### src/rtl/camera_capture_gen.sv
// Camera byte-bus capture: packs href-qualified bytes into BUS_W-bit words,
// flushes short rows with byte enables, and tracks frame slot / HDR exposure.
module camera_capture_gen #(
  parameter int BUS_W     = 128,
  parameter int NUM_SLOTS = 6,
  parameter int NUM_EXP   = 3,
  parameter int EXP_ROW   = 400,
  parameter int ROW_W     = 10
) (
  input  logic                                               p_clk,
  input  logic                                               rst_n,
  input  logic [7:0]                                         data,
  input  logic                                               href,
  input  logic                                               vsync,
  input  logic                                               take_pic,
  input  logic                                               hdr_en,
  output logic [BUS_W-1:0]                                   p_data,
  output logic [BUS_W/8-1:0]                                 byte_en,
  output logic                                               data_valid,
  output logic                                               row_done,
  output logic                                               frame_done,
  output logic                                               short_row,
  output logic [ROW_W-1:0]                                   row_cnt,
  output logic [$clog2(NUM_SLOTS > 1 ? NUM_SLOTS : 2)-1:0]   frame_slot,
  output logic [$clog2(NUM_EXP > 1 ? NUM_EXP : 2)-1:0]       exp_idx,
  output logic                                               change_exp
);

  localparam int LANES  = BUS_W / 8;
  localparam int PTR_W  = $clog2(LANES);
  localparam int SLOT_W = $clog2(NUM_SLOTS > 1 ? NUM_SLOTS : 2);
  localparam int EXP_W  = $clog2(NUM_EXP > 1 ? NUM_EXP : 2);

  typedef enum logic [1:0] {IDLE, CAPTURE, FLUSH} state_t;

  state_t             state_q;
  logic [PTR_W-1:0]   ptr_q;
  logic [BUS_W-1:0]   word_q;
  logic [BUS_W-1:0]   p_data_q;
  logic [LANES-1:0]   byte_en_q;
  logic               dv_q, row_done_q, frame_done_q, short_row_q, change_exp_q;
  logic [ROW_W-1:0]   row_cnt_q;
  logic [SLOT_W-1:0]  slot_q;
  logic [EXP_W-1:0]   exp_q;
  logic               armed_q;
  logic               href_q, vsync_q;

  logic [BUS_W-1:0]   word_d;
  logic [BUS_W-1:0]   flush_data_d;
  logic [LANES-1:0]   flush_be_d;
  logic               row_fall, frame_rise;

  assign row_fall   = href_q & ~href;
  assign frame_rise = ~vsync_q & vsync;

  // Word with the incoming byte inserted, and the masked partial word for a flush.
  always_comb begin
    word_d       = word_q;
    flush_data_d = '0;
    flush_be_d   = '0;
    for (int i = 0; i < LANES; i++) begin
      if (PTR_W'(i) == ptr_q) word_d[i*8 +: 8] = data;
      if (PTR_W'(i) < ptr_q) begin
        flush_data_d[i*8 +: 8] = word_q[i*8 +: 8];
        flush_be_d[i]          = 1'b1;
      end
    end
  end

  always_ff @(posedge p_clk or negedge rst_n) begin
    if (!rst_n) begin
      state_q      <= IDLE;
      ptr_q        <= '0;
      word_q       <= '0;
      p_data_q     <= '0;
      byte_en_q    <= '0;
      dv_q         <= 1'b0;
      row_done_q   <= 1'b0;
      frame_done_q <= 1'b0;
      short_row_q  <= 1'b0;
      change_exp_q <= 1'b0;
      row_cnt_q    <= '0;
      slot_q       <= '0;
      exp_q        <= '0;
      armed_q      <= 1'b0;
      href_q       <= 1'b0;
      vsync_q      <= 1'b1;
    end else if (take_pic) begin
      // Capture restart: ring and exposure indices survive.
      state_q      <= IDLE;
      ptr_q        <= '0;
      word_q       <= '0;
      p_data_q     <= '0;
      byte_en_q    <= '0;
      dv_q         <= 1'b0;
      row_done_q   <= 1'b0;
      frame_done_q <= 1'b0;
      short_row_q  <= 1'b0;
      change_exp_q <= 1'b0;
      row_cnt_q    <= '0;
      armed_q      <= 1'b0;
      href_q       <= 1'b0;
      vsync_q      <= 1'b1;
    end else begin
      href_q       <= href;
      vsync_q      <= vsync;
      row_done_q   <= row_fall;
      frame_done_q <= frame_rise;
      dv_q         <= 1'b0;
      short_row_q  <= 1'b0;
      change_exp_q <= 1'b0;

      if (frame_rise) begin
        slot_q <= (slot_q == SLOT_W'(NUM_SLOTS - 1)) ? '0 : slot_q + 1'b1;
        if (hdr_en) exp_q <= (exp_q == EXP_W'(NUM_EXP - 1)) ? '0 : exp_q + 1'b1;
        else        exp_q <= '0;
      end

      case (state_q)
        IDLE: begin
          ptr_q     <= '0;
          row_cnt_q <= '0;
          if (!vsync) begin
            state_q <= CAPTURE;
            if (hdr_en) armed_q <= 1'b1;
          end
        end
        CAPTURE: begin
          if (vsync) begin
            state_q <= IDLE;
            ptr_q   <= '0;
          end else begin
            if (href) begin
              word_q <= word_d;
              if (ptr_q == PTR_W'(LANES - 1)) begin
                p_data_q  <= word_d;
                byte_en_q <= '1;
                dv_q      <= 1'b1;
                ptr_q     <= '0;
              end else begin
                ptr_q <= ptr_q + 1'b1;
              end
            end else if (row_fall) begin
              if (row_cnt_q != '1) row_cnt_q <= row_cnt_q + 1'b1;
              if (ptr_q != '0) begin
                p_data_q    <= flush_data_d;
                byte_en_q   <= flush_be_d;
                dv_q        <= 1'b1;
                short_row_q <= 1'b1;
                ptr_q       <= '0;
                state_q     <= FLUSH;
              end
            end
            if (hdr_en && armed_q && row_cnt_q == ROW_W'(EXP_ROW)) begin
              change_exp_q <= 1'b1;
              armed_q      <= 1'b0;
            end
          end
        end
        FLUSH: begin
          ptr_q   <= '0;
          state_q <= vsync ? IDLE : CAPTURE;
        end
        default: state_q <= IDLE;
      endcase

      if (!hdr_en) armed_q <= 1'b0;
    end
  end

  assign p_data     = p_data_q;
  assign byte_en    = byte_en_q;
  assign data_valid = dv_q;
  assign row_done   = row_done_q;
  assign frame_done = frame_done_q;
  assign short_row  = short_row_q;
  assign row_cnt    = row_cnt_q;
  assign frame_slot = slot_q;
  assign exp_idx    = exp_q;
  assign change_exp = change_exp_q;

endmodule

### config.mk
export PLATFORM = sky130hd
export DESIGN_NAME = camera_capture_gen
export DESIGN_NICKNAME = d
export VERILOG_FILES = /design/src/rtl/camera_capture_gen.sv
export SDC_FILE = /design/constraint.sdc
export NUM_CORES = 1
export LEC_CHECK = 0
export BUFFER_PORTS_ARGS = -buffer_cell sky130_fd_sc_hd__buf_4
export CORE_MARGIN = 2
export CORE_UTILIZATION = 45
export CTS_CLUSTER_SIZE = 20
export DETAILED_ROUTE_END_ITERATION = 16
export PLACE_DENSITY = 0.69
export SLEW_MARGIN = 5
export SYNTH_ARGS = -nofsm -noshare
export SYNTH_HDL_FRONTEND = slang
export SYNTH_SLANG_ARGS = --single-unit
### constraint.sdc
create_clock -name p_clk -period 3.3 [get_ports p_clk]
set_input_delay 0.495 -clock p_clk [delete_from_list [all_inputs] [get_ports p_clk]]
set_output_delay 0.495 -clock p_clk [all_outputs]
set_load 0.02 [all_outputs]
Yosys cells after proc, flatten, opt, wreduce, memory -nomap -nowiden:

Cells that the tools add are included.

* flip-flop bits (word level): 301
* bits in latches: 0
* RAM bits: 0
* memory bits (read-only): 0
* bits of input ports: 14
* output and inout bits: 164
* word-level logic and storage cells: 213
* memories: 0

* add/subtract/negate cells: 4
* $mul: 0
* div/mod/pow operators: 0
* magnitude comparators: 16
* equality and inequality tests: 38
* shift operators: 0
* muxes and demuxes: 115
* bitwise gates (word level): 5
* reductions and logical operators: 19

Operators with widths (count)
* $mux W128: 11
* $mux W8: 32
* $mux W16: 7
* $mux W10: 5
* $mux W1: 41
* $eq A4 B4 Y1 const A: 8
* $lt A4 B4 Y1 const A: 8
* $mux W4: 6
* $ne A4 B4 Y1 const B: 6
* $pmux W10 S2: 1
* $eq A3 B4 Y1 const A: 4
* $lt A3 B4 Y1 const A: 4
* $mux W2: 8
* $ne A3 B3 Y1 const B: 5
* $reduce_bool A3 Y1: 4
* $add A10 B1 Y10 const B: 1
* $eq A10 B9 Y1 const B: 1
* $ne A10 B10 Y1 const B: 1
* $ne A5 B5 Y1 const B: 2
* $reduce_and A5 Y1: 2
* $eq A2 B4 Y1 const A: 2
* $lt A1 B4 Y1 const A: 2
* $lt A2 B4 Y1 const A: 2
* $pmux W4 S2: 1
* 25 further kinds: 33

Depth between registers and ports, before layout:

Gate-level depths: netlist of the first run.

* word-level depth: 8
* depth in mapped cells: 9
* gate-level depth less buffers: 7

Least setup slack after synthesis of the first run:

OpenSTA, ideal clock, no wires.

* path type: register -> register
* from: register ptr_q[1]
* to: register p_data_q[119] (netlist: p_data[119])
* setup time: 125 ps
* arrival: 2066 ps
* data required time: 3175 ps
* slack: 1109 ps
* stages on the path, launching flop included: 10
* buffers on the path: 3
* period minus slack after synthesis: 2191 ps
* path through: dfrtp_1 -> buf_2 -> inv_1 -> ha_1 -> nor2b_1 -> o221ai_1 -> a21oi_2 -> buf_2 -> buf_2 -> mux2_2

* longest elaborated chain between the ends: 8
* elaborated cells between the ends (all ways): 16
* those cells by class: 1 x order compare; 3 x eq/ne; 9 x mux; 3 x reduce/logical

RTL lines
* start, declared: RTL line 37 `logic [PTR_W-1:0] ptr_q;`
* start signal, assigned: RTL line 141 `ptr_q <= ptr_q + 1'b1;`
* $lt A4 B4 Y1: RTL line 63 `if (PTR_W'(i) < ptr_q) begin`
* $mux W8: RTL line 63
* $mux W128: RTL line 145 `if (ptr_q != '0) begin`
* $mux W128: RTL line 143 `end else if (row_fall) begin`
* $mux W128: RTL line 133 `if (href) begin`
* $mux W128: RTL line 129 `if (vsync) begin`
* $mux W128: RTL line 119 `case (state_q)`
* $mux W128: RTL line 88 `end else if (take_pic) begin`
* end signal, assigned: RTL line 136 `p_data_q <= word_d;`
* end signal, assigned: RTL line 146 `p_data_q <= flush_data_d;`
* end, declared: RTL line 39 `logic [BUS_W-1:0] p_data_q;`

Parallel ways exist; a longest one is shown, timed or not. The select of a mux whose other input is x is not followed.
A chain may end at the register's enable or synchronous reset.

Worst setup path after layout of the first run:

* from: register ptr_q[1]
* to: register word_q[2]

* longest elaborated chain between the ends: 6

RTL lines
* $logic_not A4 Y1: RTL line 62 `if (PTR_W'(i) == ptr_q) word_d[i*8 +: 8] = data;`
* $mux W8: RTL line 62
* $mux W128: RTL line 133
* $mux W128: RTL line 129
* $mux W128: RTL line 119
* $mux W128: RTL line 88
* end signal, assigned: RTL line 134 `word_q <= word_d;`
* end, declared: RTL line 38 `logic [BUS_W-1:0] word_q;`

No other way between the ends. The select of a mux whose other input is x is not followed.

==> impl_metrics.json, run 1 <==
{
  "syn_area_per_cell_sq_um": 12.3,
  "cts_tree": "built",
  "power_density_nw_per_um2": 487,
  "cts.path.max_buffers": 3,
  "core_area_sq_um": 27800,
  "final_common_cell": "dfrtp_1",
  "period_share_pct": 84.6,
  "fin_skew_ps": 9.51,
  "holdPathEnd": "armed_q$_DFFE_PN0P_",
  "hpwl_microns": 21300,
  "routedWlPerCell_microns": 21.2,
  "power_switching_mw": 1.75,
  "seqPwrFrac_pct": 49.2,
  "r2r_setup_slack_ps": 510,
  "post_cts_resized": 0,
  "clkPwrFrac_pct": 44.9,
  "p_int_mw": 5.72,
  "routed_wl_microns": 33400,
  "postRouteAntennaNets": 0,
  "grt_use_met1_pct": 33.9,
  "worst_slack_ps": 507,
  "layout_common_cells": "dfrtp_1, buf_4, a22o_1",
  "finalHoldViolCount": 0,
  "end_kind": "register",
  "ir_worst_vdd_mv": 0.425,
  "die_area_sq_um": 29500,
  "ff_latch_area_sq_um": 7330,
  "regToRegEndpoint": "word_q[2]$_DFFE_PN0P_",
  "slowest_delay_ps": 690,
  "cts_max_level": 1,
  "switching_share_pct": 23.4,
  "synthCells": 1028,
  "grt_overflow": 0,
  "crit_chain": "inv_1, ha_1, or3b_1, nor2_1, nand2_1, a21oi_1",
  "use_met2_pct": 33.8,
  "power_mw": 7.47,
  "combinationalPowerShare_pct": 6.0,
  "drc": 0,
  "r2r-start": "ptr_q[1]$_DFFE_PN0P_",
  "start_util_pct": 45.6,
  "syn_to_final_growth_pct": 21.0,
  "path_max_fanout": 12,
  "clkSlewWorstSetupHoldPaths_ps": 60,
  "postSynth.asyncResetShare_pct": 100,
  "slew_violations": 0,
  "cp_num_buf_inv": 1,
  "final_nets": 1196,
  "crit_path_start_kind": "register",
  "pre_cts_slack_ps": 585,
  "synth_top_area_share_pct": 57.7,
  "synth.distinct_cells": 64,
  "tns_ps": 0,
  "finalSetupViolations": 0,
  "clock.fmax_mhz": 358,
  "critPathSlowestCell": "or3b_1",
  "fillers": 2376,
  "power_leakage_nw": 7.61,
  "crit_required_ps": 3770,
  "arrival_ps": 3260,
  "final_area_sq_um": 15300,
  "dr.pass1.iters": 5,
  "synthTopCellsByArea": "dfrtp_1, a22o_1, mux2_2",
  "synth_edf_count": 0,
  "hp-class": "input port to register",
  "status": "finished clean",
  "ys_ff_latch": 293,
  "grt_max_degree": 91,
  "first_global_vias": 8987,
  "synth_flop_cell": "dfrtp_1",
  "timing.slew.headroom_pct": 45.3,
  "diodes": 0,
  "drive_gt1_share_pct": 28.5,
  "multi_input_area_sq_um": 4940,
  "place_area_sq_um": 14300,
  "drt_iter0_drc": 944,
  "worstMarginPinSlew_ps": 816,
  "syn-num-nets": 1047,
  "grtUsageTotal_pct": 22.4,
  "numCtsBuffers": 30,
  "dp.cells": 1522,
  "final_cells": 1573,
  "num_rows": 61,
  "clock_sink_count": 293,
  "whs_path_depth": 3,
  "max-cap-violations": 0,
  "viasPerCell": 5.90,
  "r2r.worst_path.cells": 6,
  "yosysTopAreaCell": "dfrtp_1",
  "rsz0062_at_grt": "false",
  "io_buffer_count": 177,
  "worstSkewPairLatency_ps": 550,
  "num_vias": 9285,
  "critical_path.top_delay_family": "simple AND/OR/NAND/NOR gates",
  "grt_pass1_wl_microns": 51800,
  "antenna_found_initial": 0,
  "syn_area_sq_um": 12700,
  "fin_crit_ps": 2790,
  "path_class": "register to register",
  "ys_seq_area_share_pct": 57.9,
  "die_w_microns": 172,
  "hp-start": "hdr_en",
  "io_pins": 178,
  "synth_warnings": 0,
  "fp.dieH_microns": 172,
  "place_congestion": 0.841,
  "grt_busiest_layer": "met1",
  "use_met3_pct": 3.50,
  "clock-root-buffer": "clkbuf_16"
}
[worst min-delay path: cells and delay by family]
kind                   cells  cell delay [ps]
AOI/OAI and AO/OA          1               40
buffers and inverters      1              130
and+or+nand+nor            1               60
[power by group through the flow]
stage               registers (mW)  logic [mW]  clock network, mW
global route                  3.68       0.486               3.56
floorplan                     3.77       0.192                  0
global placement              3.73       0.440                  0
CTS                           3.67       0.449               3.41
finish                        3.67       0.444               3.35
detailed placement            3.74       0.447                  0
[cell type report]
cell class	instances	area share, %
Timing Repair Buffer	202	10.3
Clock buffer	38	5.56
Multi-Input combinational cell	640	32.2
Clock inverter	12	0.792
Sequential cell	293	47.8
Inverter	10	0.245
Tap cell	378	3.08
[flip-flops by register name, indices dropped and copies added, names as in the netlist]
name and count:
data_valid 1, word_q 120, frame_slot 3, row_cnt 10, p_data 128, change_exp 1
href_q 1, vsync_q 1, exp_idx 2, byte_en 16, frame_done 1, state_q 2
short_row 1, row_done 1, armed_q 1, ptr_q 4
[stage by stage]
stage / hold slack [ps] / util (%)
floorplan: 199 / -
global placement: 462 / 51.6
detailed placement: 472 / 51.6
CTS: 198 / 55.2
global route: 215 / 55.2
finish: 220 / 55.2
[layer usage]
layer,share of wire (%),vias up
met5,0,-
li1,-,4142
met2,45,360
met1,46,4723
met3,6.6,60
met4,2.2,0
[Yosys cell counts (all sizes together), types with 2 or more instances]
cell type and instances:
dfrtp 292, a22o 185, nor2 89, mux2 75
clkbuf 45, mux2i 44, buf 40, nand2 36
a21oi 24, a211oi 17, a221o 16, a31oi 16
o21ai 13, a21o 10, nand3 10, o2bb2ai 10
inv 9, nor2b 9, nor3 9, nand2b 7
nand3b 6, nor3b 6, and3 5, ha 5
nand4 4, or2 4, o221ai 3, or4b 3
a211o 2, a32o 2, and2 2, and3b 2
and4b 2, nand4b 2, nand4bb 2, o31a 2
or3 2, or4 2
[logic make-up (layout without fill, tap and decap cells)]
| kind of cell | Yosys count | count (layout) | synth area share, % |
|---|---|---|---|
| adder cells (fa/ha/maj) | 5 | 5 | 0.494 |
| AND/OR/NAND/NOR | 206 | 206 | 8.27 |
| flip-flops | 293 | 293 | 57.9 |
| AO/OA/AOI/OAI | 309 | 309 | 19.9 |
| buffers and inverters | 95 | 262 | 3.24 |
| XOR/XNOR | 1 | 1 | 0.0691 |
| multiplexers | 119 | 119 | 10.1 |
[how the worst max path moves through the flow]
stage	start	to	slack, ps	cells past startpoint
6_report	ptr_q[1]$_DFFE_PN0P_	word_q[2]$_DFFE_PN0P_	510	6
5_1_grt	ptr_q[1]$_DFFE_PN0P_	word_q[2]$_DFFE_PN0P_	360	6
4_1_cts	ptr_q[1]$_DFFE_PN0P_	word_q[2]$_DFFE_PN0P_	550	6
2_1_floorplan	ptr_q[1]$_DFFE_PN0P_	p_data[119]$_DFFE_PN0P_	1110	9
3_3_place_gp	ptr_q[1]$_DFFE_PN0P_	p_data[101]$_DFFE_PN0P_	690	7
3_5_place_dp	ptr_q[1]$_DFFE_PN0P_	word_q[2]$_DFFE_PN0P_	590	6
[timing repair]
item | CTS | global route
endpoints found under the hold margin | 71 | 0
hold buffers | 1 | 0
buffers inserted | 0 | 0
Note: power is estimated with default switching activity, not from simulation.
==> run 2: changes to the inputs <==
==> constraint.sdc (replaced) <==
create_clock -name p_clk -period 2.87 [get_ports p_clk]
set_input_delay 0.4305 -clock p_clk [delete_from_list [all_inputs] [get_ports p_clk]]
set_output_delay 0.4305 -clock p_clk [all_outputs]
set_load 0.02 [all_outputs]
==> run 2 against run 1 <==
Compared with the run above: maximum frequency up 13%; die area did not move; highest routed layer unchanged; clock power up 17%; largest power group unchanged; critical endpoint is now p_data[100]$_DFFE_PN0P_; combinational power grew 16%; non-clock buffer count increased by 11; design area up 0.80%.
==> impl_metrics.json, run 2 (synthesis results as in run 1) <==
{
  "r2r_setup_slack_ps": 390,
  "path_max_fanout": 42,
  "slowest_delay_ps": 480,
  "start_util_pct": 45.6,
  "viasPerCell": 5.86,
  "dp.cells": 1533,
  "crit_cells": 7,
  "cp_num_buf_inv": 2,
  "final_cells": 1588,
  "cts_tree": "built",
  "arrival_ps": 2910,
  "worstMarginPinSlew_ps": 1070,
  "worstSkewPairLatency_ps": 550,
  "first_global_vias": 9093,
  "crit_path_start_kind": "register",
  "power_leakage_nw": 7.69,
  "final_nets": 1208,
  "postRouteAntennaNets": 0,
  "clkPwrFrac_pct": 45.3,
  "timing.slew.headroom_pct": 28.0,
  "post-route-util_pct": 55.6,
  "tns_ps": 0,
  "cts_max_level": 1,
  "drc": 0,
  "fin_crit_ps": 2480,
  "layout_common_cells": "dfrtp_1, buf_4, a22o_1",
  "postCtsSetupBuffers": 0,
  "clock_sink_count": 293,
  "drt_iter0_drc": 706,
  "p_int_mw": 6.66,
  "ir_worst_vdd_mv": 0.383,
  "hp-class": "input port to register",
  "io_pins": 178,
  "num_rows": 61,
  "clkSlewWorstSetupHoldPaths_ps": 60,
  "r2r-start": "ptr_q[1]$_DFFE_PN0P_",
  "regToRegEndpoint": "p_data[100]$_DFFE_PN0P_",
  "die_w_microns": 172,
  "final_common_cell": "dfrtp_1",
  "grt_max_degree": 92,
  "num_vias": 9309,
  "clock.fmax_mhz": 404,
  "dr.pass1.iters": 5,
  "power_switching_mw": 2.01,
  "slew_violations": 0,
  "power_density_nw_per_um2": 561,
  "power_mw": 8.67,
  "die_area_sq_um": 29500,
  "crit_required_ps": 3300,
  "cts.path.max_buffers": 3,
  "max-cap-violations": 0,
  "grtUsageTotal_pct": 22.8,
  "drive_gt1_share_pct": 29.0,
  "antenna_found_initial": 0,
  "holdPathEnd": "armed_q$_DFFE_PN0P_",
  "holdWs_ps": 153,
  "routed_wl_microns": 33400,
  "largest_reg_flops": 128,
  "combinationalPowerShare_pct": 6.0,
  "place_congestion": 0.859,
  "finalHoldViolCount": 0,
  "io_buffer_count": 177,
  "syn_to_final_growth_pct": 21.9,
  "switching_share_pct": 23.2,
  "fin_skew_ps": 5.78,
  "critPathSlowestCell": "dfrtp_1",
  "end_kind": "register",
  "routedWlPerCell_microns": 21.1,
  "core_area_sq_um": 27800,
  "status": "finished clean",
  "finalSetupViolations": 0,
  "period_share_pct": 86.3,
  "grt_pass1_wl_microns": 52800,
  "path_class": "register to register",
  "rsz0062_at_grt": "false",
  "hpwl_microns": 21500,
  "grt_overflow": 0,
  "fp.dieH_microns": 172,
  "diodes": 0,
  "critical_path.top_delay_family": "buffers and inverters",
  "crit_path_start": "ptr_q[1]$_DFFE_PN0P_",
  "crit_chain": "inv_1, ha_1, nor2b_1, o221ai_1, a21oi_4, buf_4, mux2_2",
  "r2r.worst_path.cells": 7,
  "seqPwrFrac_pct": 48.7,
  "clock-root-buffer": "clkbuf_16",
  "numCtsBuffers": 31,
  "whs_path_depth": 3,
  "hp-start": "hdr_en"
}
-- run 2: area by class of cell --
cell class | instances | area, sq um
tap | 378 | 473
clock buffer | 44 | 895
fill | 2357 | 12300
timing repair buffer | 213 | 1670
sequential | 293 | 7330
clock inverter | 10 | 106
multi-input combinational | 640 | 4940
inverter | 10 | 37.5
-- run 2: per-stage QoR --
stage / area, sq um / setup WS [ps]
after floorplan: 12700 / 679
after global placement: 14400 / 478
after detailed placement: 14400 / 403
after CTS: 15500 / 395
after global routing: 15500 / 198
final: 15500 / 393
-- run 2: what timing repair did --
action	4_1_cts	5_1_grt
resized for setup	0	0
hold buffers	1	0
hold endpoints to repair	86	0
-- run 2: worst max path at each step --
stage / endpoint / slack (ps)
2_1_floorplan: p_data[119]$_DFFE_PN0P_ / 680
3_3_place_gp: p_data[84]$_DFFE_PN0P_ / 480
3_5_place_dp: p_data[79]$_DFFE_PN0P_ / 400
4_1_cts: p_data[79]$_DFFE_PN0P_ / 390
5_1_grt: p_data[79]$_DFFE_PN0P_ / 200
6_report: p_data[100]$_DFFE_PN0P_ / 390
-- run 2: per-layer routing --
layer  vias to the layer above  part of all wire, %  global-route usage [%]
li1                       4186                    -                       -
met1                      4764                   46                    33.5
met2                       314                   46                    36.1
met3                        45                  5.9                    3.47
met4                         0                  1.6                    4.60
met5                         -                    0                       0
-- run 2: tightest hold or removal path, cell delays in order --
cell,delay (ps)
buf_4,140
nand2_1,60
a21oi_1,30
-- run 2: power groups by stage --
stage	combinational (mW)	sequential (mW)	clock, mW
2_1_floorplan	0.221	4.33	0
3_3_place_gp	0.517	4.29	0
3_5_place_dp	0.519	4.30	0
4_1_cts	0.522	4.22	3.99
5_1_grt	0.562	4.23	4.18
6_report	0.516	4.22	3.93
